`src/rtl/rf_writeback_arbiter.sv`:
```
// ---------------------------------------------------------------------------
// rf_writeback_arbiter
//
// Merges the single-cycle ALU writeback and the long-latency mul/div
// writeback into the single write port of the 2r1w register file. It also
// tracks which registers have a long-latency result still in flight, so
// decode can stall on RAW and WAW hazards.
//
// Ports:
//   clk, reset_n              clock; asynchronous active-low reset
//   alu_val/alu_waddr/wdata   ALU writeback (highest priority, never stalled)
//   mul_val/mul_rdy/...       long-latency writeback with val/rdy handshake
//   issue_val/issue_waddr     decode issuing a long-latency op
//   issue_rdy                 destination has no pending write (no WAW)
//   chk_addr0/chk_addr1       decode source operands under RAW check
//   stall                     a checked source has a pending write
//   rf_wen/rf_waddr/rf_wdata  registered regfile write port
// ---------------------------------------------------------------------------
module rf_writeback_arbiter #(
    parameter int DATA_W = 32,
    parameter int ADDR_W = 5
) (
    input  logic              clk,
    input  logic              reset_n,
    input  logic              alu_val,
    input  logic [ADDR_W-1:0] alu_waddr,
    input  logic [DATA_W-1:0] alu_wdata,
    input  logic              mul_val,
    output logic              mul_rdy,
    input  logic [ADDR_W-1:0] mul_waddr,
    input  logic [DATA_W-1:0] mul_wdata,
    input  logic              issue_val,
    input  logic [ADDR_W-1:0] issue_waddr,
    output logic              issue_rdy,
    input  logic [ADDR_W-1:0] chk_addr0,
    input  logic [ADDR_W-1:0] chk_addr1,
    output logic              stall,
    output logic              rf_wen,
    output logic [ADDR_W-1:0] rf_waddr,
    output logic [DATA_W-1:0] rf_wdata
);

    localparam int NREG = 2**ADDR_W;

    // Holding buffer for a mul beat that lost arbitration to the ALU
    logic              r_buf_val;
    logic [ADDR_W-1:0] r_buf_waddr;
    logic [DATA_W-1:0] r_buf_wdata;

    // One bit per register: long-latency write still in flight
    logic [NREG-1:0]   r_pending;

    logic              r_rf_wen;
    logic [ADDR_W-1:0] r_rf_waddr;
    logic [DATA_W-1:0] r_rf_wdata;

    logic              w_mul_rdy;
    logic              w_mul_fire;
    logic              w_issue_rdy;
    logic              w_issue_fire;
    logic              w_commit;
    logic              w_commit_mul;
    logic [ADDR_W-1:0] w_commit_addr;
    logic [DATA_W-1:0] w_commit_data;
    logic              w_buf_fill;
    logic              w_buf_drain;
    logic [NREG-1:0]   w_pending_nxt;

    // Ready depends only on buffer state, so there is no combinational
    // path from mul_val back to mul_rdy.
    assign w_mul_rdy    = !r_buf_val;
    assign w_mul_fire   = mul_val && w_mul_rdy;
    assign w_issue_rdy  = !r_pending[issue_waddr];
    assign w_issue_fire = issue_val && w_issue_rdy && (issue_waddr != '0);

    // A mul beat accepted while the ALU owns the port parks in the buffer.
    // The buffer can never fill and drain in the same cycle because
    // mul_rdy is low whenever it is occupied.
    assign w_buf_fill  = alu_val && w_mul_fire;
    assign w_buf_drain = !alu_val && r_buf_val;

    // Commit selection: ALU, then buffered mul, then mul bypass
    always_comb begin
        w_commit      = 1'b0;
        w_commit_mul  = 1'b0;
        w_commit_addr = '0;
        w_commit_data = '0;
        if (alu_val) begin
            w_commit      = 1'b1;
            w_commit_addr = alu_waddr;
            w_commit_data = alu_wdata;
        end else if (r_buf_val) begin
            w_commit      = 1'b1;
            w_commit_mul  = 1'b1;
            w_commit_addr = r_buf_waddr;
            w_commit_data = r_buf_wdata;
        end else if (w_mul_fire) begin
            w_commit      = 1'b1;
            w_commit_mul  = 1'b1;
            w_commit_addr = mul_waddr;
            w_commit_data = mul_wdata;
        end
    end

    // Scoreboard update: clear is applied first so that a same-cycle set
    // of the same register takes precedence.
    always_comb begin
        w_pending_nxt = r_pending;
        if (w_commit_mul) begin
            w_pending_nxt[w_commit_addr] = 1'b0;
        end
        if (w_issue_fire) begin
            w_pending_nxt[issue_waddr] = 1'b1;
        end
    end

    always_ff @(posedge clk or negedge reset_n) begin
        if (!reset_n) begin
            r_buf_val   <= 1'b0;
            r_buf_waddr <= '0;
            r_buf_wdata <= '0;
        end else if (w_buf_fill) begin
            r_buf_val   <= 1'b1;
            r_buf_waddr <= mul_waddr;
            r_buf_wdata <= mul_wdata;
        end else if (w_buf_drain) begin
            r_buf_val   <= 1'b0;
        end
    end

    always_ff @(posedge clk or negedge reset_n) begin
        if (!reset_n) begin
            r_pending <= '0;
        end else begin
            r_pending <= w_pending_nxt;
        end
    end

    // Writes to x0 are consumed but never reach the regfile
    always_ff @(posedge clk or negedge reset_n) begin
        if (!reset_n) begin
            r_rf_wen   <= 1'b0;
            r_rf_waddr <= '0;
            r_rf_wdata <= '0;
        end else begin
            r_rf_wen <= w_commit && (w_commit_addr != '0);
            if (w_commit) begin
                r_rf_waddr <= w_commit_addr;
                r_rf_wdata <= w_commit_data;
            end
        end
    end

    assign mul_rdy   = w_mul_rdy;
    assign issue_rdy = w_issue_rdy;
    assign stall     = ((chk_addr0 != '0) && r_pending[chk_addr0]) ||
                       ((chk_addr1 != '0) && r_pending[chk_addr1]);
    assign rf_wen    = r_rf_wen;
    assign rf_waddr  = r_rf_waddr;
    assign rf_wdata  = r_rf_wdata;

endmodule

```
`config.mk`:
```
export PLATFORM = sky130hd
export DESIGN_NAME = rf_writeback_arbiter
export DESIGN_NICKNAME = d
export VERILOG_FILES = /design/src/rtl/rf_writeback_arbiter.sv
export SDC_FILE = /design/constraint.sdc
export NUM_CORES = 1
export LEC_CHECK = 0
export ABC_AREA = 1
export BUFFER_PORTS_ARGS = -buffer_cell sky130_fd_sc_hd__buf_2
export CORE_MARGIN = 4
export CORE_UTILIZATION = 49
export DETAILED_ROUTE_END_ITERATION = 6
export PLACE_DENSITY_LB_ADDON = 0.2
export SLEW_MARGIN = 20
export SYNTH_ARGS = -nofsm -noshare
export SYNTH_HDL_FRONTEND = slang
export SYNTH_SLANG_ARGS = --single-unit
```
`constraint.sdc`:
```
create_clock -name clk -period 2.17 [get_ports clk]
set_input_delay 0.1085 -clock clk [delete_from_list [all_inputs] [get_ports clk]]
set_output_delay 0.1085 -clock clk [all_outputs]
set_load 0.02 [all_outputs]
```
==> impl_metrics.csv <==
group,metric,value,unit
synth,synth-edff-count,0,
finish,finalNonFillerCells,1111,
synth,synth_seq_area_share,44.7,%
synth,netlist_instances,821,
critical_path,worst_setup_path_end_kind,"flip-flop",
global_route,grt_pass1_vias,5691,
sta,layout_min_cycle_time,1900,ps
global_route,antenna_found_initial,0,
synth,async_flop_share,100,%
synth,synthTopCellsByArea,"dfrtp_1 45%, nand2_1 14%, o21ai_0 10%",
drt,wl_per_cell,15.4,um
sta,finalCritPeriodShare,87.3,%
clock_tree,clk_latency,340,ps
floorplan,start_util,50.1,%
clock_tree,cts_buffers,9,
placement,numPortBuffers,134,
floorplan,io_pins,135,
drt,antenna_left,0,
finish,drive_above_1_share,20.4,%
finish,antenna_cells,0,
drt,drt_wl_total,17.2,mm
drt,drtIter0Drc,404,
worst_hold_path,hold_path_depth,3,
critical_path,cp.required,2450,ps
synth,ys_types,25,
critical_path,path_class,"reg2reg",
worst_hold_path,whs_endpoint,"r_buf_wdata[12]",
drt,drc,0,
global_route,grt_max_degree,65,
critical_path,start_kind,"flip-flop",
sta,rsz0062_at_grt,"no",
clock_tree,cts.clk_slew.worst_paths,80,ps
power,cellPowerDensity,803,mW/mm^2
synth,syn_area_per_cell,7.36,sq um
synth,netlist_top_cells_count,"227 x nand2_1, 124 x o21ai_0, 113 x nand3_1, 108 x dfrtp_1, 54 x nor2_1",
critical_path,worstPathArrival,2170,ps
finish,nets,1032,
sta,slew_headroom,64.6,%
critical_path,r2r-start,"r_buf_val",
sta,finalSetupViolations,0,
synth,synth_seq_cells,108,
synth,syn_nets,915,
synth,synthFlopType,"dfrtp_1",
sta,drv_slew,0,
drt,vias,6097,
clock_tree,cts_setup_buffers,0,
critical_path,cp_slowest_cell,"dfrtp_2",
floorplan,die_area,0.0142,sq mm
critical_path,r2r-end,"r_pending[24]",
synth,synth_most_common_cell,"nand2_1",
global_route,groute.usage.overall,24.3,%
synth,yosysTopAreaCell,"dfrtp_1",
placement,hpwl,12.5,mm
worst_hold_path,min-delay-start,"mul_wdata[12]",
critical_path,cp_slowest_stage_delay,460,ps
placement,dp.cells,1094,
floorplan,num_rows,40,
synth,synth_area,0.00604,sq mm
drt,drt-pass1-iter-count,5,
placement,gp_congestion,0.908,
synth,yosysWarnings,0,
sta,final-hold-violation-count,0,
global_route,grt_pass1_wl,28.5,mm
synth,yosysTopAreaCellShare,44.7,%
critical_path,worstPathCellList,"inv_1, nand2_1, o21ai_0, o21ai_0, nand2_1, o21ai_0, nand2_1",
clock_tree,cts_max_level,3,
flow_run,drv_cap,0,
global_route,grt-ovfl-total,0,
clock_tree,clockBufferDepth,2,
finish,area_growth,19.7,%
outcome,status,"completed",
critical_path,worst-r2r-cell-count,7,
floorplan,coreArea,0.0121,sq mm
critical_path,cp_max_fo,8,
clock_tree,cts-root-buf,"clkbuf_16",
clock_tree,clock_sinks,108,
sta,finClkSkew,12.1,ps
floorplan,die_x,119,um
power,max-vdd-ir-drop,0.452,mV
worst_hold_path,hp-class,"in2reg",
critical_path,r2r_slack,270,ps
sta,max_freq,0.528,GHz
floorplan,die_y,119,um
sta,tns,0,ps
drt,avgViaCountPerCell,5.49,
clock_tree,cts_tree,"yes",
power,leakage,3.56,nW
sta,tightest_slew,525,ps
-- cell families (layout without fill, tap and decap cells) --
group,after synthesis,after routing,share of synthesized area (%)
simple gates,406,406,27.9
compound gates,192,192,18.2
flops,108,108,44.7
buf+inv,103,225,6.96
mux,12,12,2.24
-- state kept, by name, summed over array words and instances (netlist names) --
signal / count
r_buf_val: 1
r_buf_waddr: 5
r_buf_wdata: 32
r_pending: 32
rf_waddr: 5
rf_wdata: 32
rf_wen: 1
-- through the flow --
step / hold slack (ps) / total power, W / setup slack [ps] / util (%) / area [sq um]
floorplan: -187 / 0.00360 / 558 / - / 6040
CTS: 1.14 / 0.00582 / 249 / 59.9 / 7230
global placement: 0.0593 / 0.00414 / 365 / 57.3 / 6910
finish: 5.46 / 0.00581 / 275 / 60.0 / 7230
detailed placement: -4.51 / 0.00417 / 282 / 57.3 / 6910
global route: 5.97 / 0.00616 / 56.1 / 60.0 / 7230
-- area by class of cell --
type,count,area (sq um)
multi-input combinational,610,2920
clock inverter,5,53.8
inverter,50,188
clock buffer,11,253
fill,1151,4830
tap,168,210
timing repair buffer,159,901
sequential,108,2700
-- cells in the final DEF (no fill, tap or decap), types with 2 or more instances in the layout --
cell       instances
o211ai_1           5
clkbuf_8           2
nand2_1          227
a21oi_1           25
nor2_2             3
clkinv_1           2
nor3_1             9
clkbuf_16          9
a31oi_1            2
a221oi_1          32
nand3_1          113
buf_2            133
mux2_2            12
inv_1             46
inv_2              2
o21ai_0          124
inv_6              2
buf_12             3
nor2_1            52
buf_4             22
dfrtp_1          107
o21ai_1            2
-- how the worst max path moves through the flow --
stage                   start       endpoint  slack [ps]
5_1_grt             r_buf_val  r_pending[27]          60
6_report            r_buf_val  r_pending[24]         270
2_1_floorplan       r_buf_val  r_pending[10]         560
4_1_cts             r_buf_val  r_pending[21]         250
3_3_place_gp   issue_waddr[1]   r_pending[2]         360
3_5_place_dp        r_buf_val   r_pending[3]         280
-- layer usage --
| metal | track usage (%) | part of all wire [%] | vias up |
|---|---|---|---|
| li1 | - | - | 3024 |
| met4 | 6.52 | 1.2 | 0 |
| met2 | 38.4 | 46 | 233 |
| met3 | 3.47 | 7.1 | 15 |
| met1 | 35.1 | 46 | 2825 |
| met5 | 0 | 0 | - |
-- worst max-delay path: cells and delay by family, from the launching register on --
kind | cells | cell delay [ps]
DFF | 1 | 460
and+or+nand+nor | 3 | 480
buffers and inverters | 1 | 80
AOI/OAI and AO/OA | 3 | 810
-- where the power goes --
| part | internal (W) | total (W) | switching (W) |
|---|---|---|---|
| logic | 0.000546 | 0.00143 | 0.000884 |
| registers | 0.00239 | 0.00273 | 0.000332 |
| clock network | 0.000871 | 0.00165 | 0.000782 |
-- repair_timing --
item                                    4_1_cts  5_1_grt
endpoints found under the hold margin        57        0
resized for setup                             0        2
endpoints found under the setup margin        0        3
hold buffers                                  1        0
(Power assumes the default switching activity.)
